==> src/rtl/cursor_blinker.sv <==
`default_nettype none
// ============================================================================
// Module      : cursor_blinker
// Description : Cursor blink generator. Toggles o_vis every BLINK_DIV cycles;
//               a restart or hold forces o_vis high and restarts the count.
// Revision    : 1.0 - initial release
// ============================================================================
module cursor_blinker #(
    parameter logic [23:0] BLINK_DIV = 24'd6000000
) (
    input  logic clk,
    input  logic rst,
    input  logic i_restart,
    input  logic i_hold,
    output logic o_vis
);

    logic [23:0] r_cnt;
    logic        r_vis;

    // Half-period counter; restart/hold pin the cursor visible
    always_ff @(posedge clk) begin
        if (rst || i_restart || i_hold) begin
            r_cnt <= 24'd0;
            r_vis <= 1'b1;
        end else if (r_cnt == BLINK_DIV - 24'd1) begin
            r_cnt <= 24'd0;
            r_vis <= ~r_vis;
        end else begin
            r_cnt <= r_cnt + 24'd1;
        end
    end

    assign o_vis = r_vis;

endmodule
`default_nettype wire

==> config.mk <==
export PLATFORM = sky130hd
export DESIGN_NAME = cursor_blinker
export DESIGN_NICKNAME = d
export VERILOG_FILES = /design/src/rtl/cursor_blinker.sv
export SDC_FILE = /design/constraint.sdc
export NUM_CORES = 1
export LEC_CHECK = 0
export ABC_AREA = 1
export BUFFER_PORTS_ARGS = -buffer_cell sky130_fd_sc_hd__buf_2
export CORE_MARGIN = 5
export CORE_UTILIZATION = 61
export CTS_BUF_LIST = sky130_fd_sc_hd__clkbuf_2 sky130_fd_sc_hd__clkbuf_4 sky130_fd_sc_hd__clkbuf_8
export DETAILED_ROUTE_END_ITERATION = 10
export GPL_TIMING_DRIVEN = 0
export PLACE_DENSITY = 0.85
export SYNTH_ARGS = -nofsm -noshare
export SYNTH_HDL_FRONTEND = slang
export SYNTH_SLANG_ARGS = --single-unit
export TNS_END_PERCENT = 1
==> constraint.sdc <==
create_clock -name clk -period 2.75 [get_ports clk]
set_input_delay 0.275 -clock clk [delete_from_list [all_inputs] [get_ports clk]]
set_output_delay 0.275 -clock clk [all_outputs]
set_load 0.02 [all_outputs]
==> flow_summary.json <==
{
  "status": "finished, final reports clean",
  "setup-violations-final": 0,
  "synthSimpleGateAreaFrac_pct": 42.0,
  "fin_tns_setup_ns": 0,
  "cts_tree": "done",
  "synth_compound_area_share_pct": 4.30,
  "placed_cells": 231,
  "worstSetupPathType": "reg -> reg",
  "grt_pass1_vias": 1225,
  "post_cts_resized": 0,
  "yosysMostFrequentCell": "nand2_1",
  "grt_pass1_wl_mm": 4.94,
  "drt_iter0_drc": 32,
  "critPathRequiredTime_ns": 2.97,
  "synth.mux.area_fraction_pct": 0,
  "overflow": 0,
  "ys_seq_area_share_pct": 37.3,
  "post_cts_buffers": 0,
  "worstPathArrival_ns": 1.78,
  "first_pass_iters": 4,
  "via_count": 1232,
  "synth_xor_area_share_pct": 7.84,
  "synth_top_area_cell": "dfxtp_1",
  "insertion_delay_ns": 0.32,
  "synthCells": 199,
  "drc": 0,
  "initial_core_util_pct": 62.4,
  "drive_above_1_share_pct": 12.6,
  "period_share_pct": 56.9,
  "cp-startpoint": "r_cnt[0]",
  "fin_nets": 213,
  "wl_mm": 2.87,
  "diodes": 0,
  "die_y_um": 56.9,
  "cts_sinks": 25,
  "synth_area_sq_um": 1340,
  "maxCapViolations": 0,
  "max_freq_mhz": 639,
  "syn_nets": 204,
  "final_period_minus_worst_setup_slack_ns": 1.56,
  "hold_violations": 0,
  "yosys-top-cells-area": "dfxtp_1, nand2_1, nor2_1, inv_1, nand3_1",
  "row_count": 17,
  "synth_top_cell_area_share_pct": 37.3,
  "grt_use_total_pct": 19.3,
  "hold_buffers": 0,
  "end_kind": "flop",
  "htreeDepth": 1,
  "wl_per_cell_um": 12.2,
  "hold_depth": 3,
  "die-area_sq_um": 3230,
  "place.gp.congestion": 0.852,
  "relSlewSlack_pct": 67.3,
  "syn_avg_cell_area_sq_um": 6.73,
  "die_w_um": 56.9,
  "synthArstFlopShare_pct": 0,
  "ios": 5,
  "yosysUniqueCellTypes": 23,
  "fillers": 188,
  "ant_nets": 0,
  "rr_startpoint": "r_cnt[0]",
  "io_buffers": 4,
  "area_delta_synth_final_pct": 6.35,
  "worst_pin_slew_ns": 0.487,
  "crit_path_end": "r_cnt[11]",
  "ir_drop_v": 0.000319,
  "ctsLongestPathBuffers": 2,
  "finClkSkew_ns": 0.0179,
  "numCtsBuffers": 3,
  "ys_seq_elements": 25,
  "hold_class": "in -> reg",
  "dpl.hpwl_mm": 2.27,
  "vias_per_cell": 5.24,
  "fin_cells": 235,
  "grt_max_degree": 14,
  "clk_pin_slew_ns": 0.14,
  "critPathMaxFanout": 10,
  "synth_top_family_by_area": "simple AND/OR/NAND/NOR gates",
  "core-area_sq_um": 2150,
  "power.density_nw_per_um2": 384,
  "grt_setup_unrepaired": "no",
  "rrSetupSlack_ns": 1.19,
  "ys.flop_type": "dfxtp_1",
  "synth_common_cells": "nand2_1, nor2_1, dfxtp_1",
  "synthAdderAreaFrac_pct": 0.934,
  "start_kind": "flop",
  "drv_slew": 0,
  "synth_edf_count": 0,
  "r2r_cells": 7,
  "grt_antenna_before_repair": 0,
  "reg2reg_to": "r_cnt[11]",
  "ys_warn_count": 0,
  "power.leakage_uw": 0.000437,
  "cts-root-buf": "clkbuf_4"
}
-- placed cells by master, fill, tap and decap left out, types with 2 or more instances in the layout --
| cell type | Yosys | final |
|---|---|---|
| nand2_1 | 50 | 50 |
| nor2_1 | 46 | 46 |
| dfxtp_1 | 25 | 25 |
| inv_1 | 20 | 20 |
| nand3_1 | 12 | 12 |
| nor2_2 | 6 | 6 |
| xor2_1 | 6 | 6 |
| xnor2_1 | 6 | 6 |
| a21oi_1 | 6 | 6 |
| clkbuf_4 | 0 | 4 |
| buf_2 | 0 | 4 |
| nand3_2 | 3 | 3 |
| nand4_1 | 3 | 3 |
| buf_6 | 2 | 2 |
| nand3b_1 | 2 | 2 |
| nand2_2 | 2 | 2 |
| a21oi_2 | 2 | 2 |
-- power by group --
part | leakage [uW] | switching [uW] | internal [uW] | total (uW)
Sequential | 0.000201 | 0.658 | 363 | 364
Combinational | 0.000217 | 7.26 | 4.84 | 12.1
Clock | 0.0000184 | 106 | 66.6 | 172
-- state kept, by name, indices dropped and copies added, names as in the netlist --
signal  flops
r_cnt      24
o_vis       1
-- worst max-delay path, cell delays in order, from the launching register on --
cell and delay (ns):
dfxtp_1 0.39, ha_1 0.22, nand3_2 0.20, nor2_2 0.19, nand3_2 0.12, nand2_4 0.13
buf_6 0.17, nor2_1 0.06
-- layer usage --
| metal | vias to the layer above | wire length, um | track usage [%] |
|---|---|---|---|
| met5 | - | 0 | 0 |
| met2 | 31 | 1400 | 33.7 |
| li1 | 629 | - | - |
| met3 | 7 | 161 | 3.45 |
| met1 | 565 | 1250 | 22.9 |
| met4 | 0 | 57 | 8.28 |
-- how the worst min path moves through the flow --
stage | from | endpoint | slack, ns
finish | i_hold | o_vis | 0.21
global route | i_hold | o_vis | 0.21
CTS | i_hold | o_vis | 0.21
detailed placement | r_cnt[0] | r_cnt[0] | 0.45
global placement | r_cnt[0] | r_cnt[0] | 0.44
floorplan | r_cnt[0] | r_cnt[0] | 0.43
-- area by class of cell --
| type | instances | area (sq um) | share of cell area [%] |
|---|---|---|---|
| Sequential cell | 25 | 500 | 35.1 |
| Timing Repair Buffer | 4 | 20.0 | 1.40 |
| Buffer | 2 | 22.5 | 1.58 |
| Multi-Input combinational cell | 151 | 738 | 51.8 |
| Inverter | 21 | 78.8 | 5.53 |
| Clock buffer | 4 | 30.0 | 2.11 |
| Tap cell | 28 | 35.0 | 2.46 |
-- logic make-up after synthesis --
group	Yosys count
and+or+nand+nor	128
xor gates and xnor gates	12
AOI/OAI and AO/OA	10
buffers and inverters	23
DFF	25
adders and majority gates	1
-- through the flow --
step | hold slack, ns | instance area [sq um] | total power [uW] | setup WS [ns] | utilization, %
3_3_place_gp | 0.441 | 1400 | 383 | 1.24 | 64.9
6_report | 0.209 | 1430 | 548 | 1.19 | 66.3
2_1_floorplan | 0.429 | 1340 | 379 | 1.42 | -
5_1_grt | 0.210 | 1430 | 568 | 1.10 | 66.3
3_5_place_dp | 0.448 | 1400 | 384 | 1.19 | 64.9
4_1_cts | 0.206 | 1430 | 552 | 1.18 | 66.3
(Power assumes the default switching activity.)
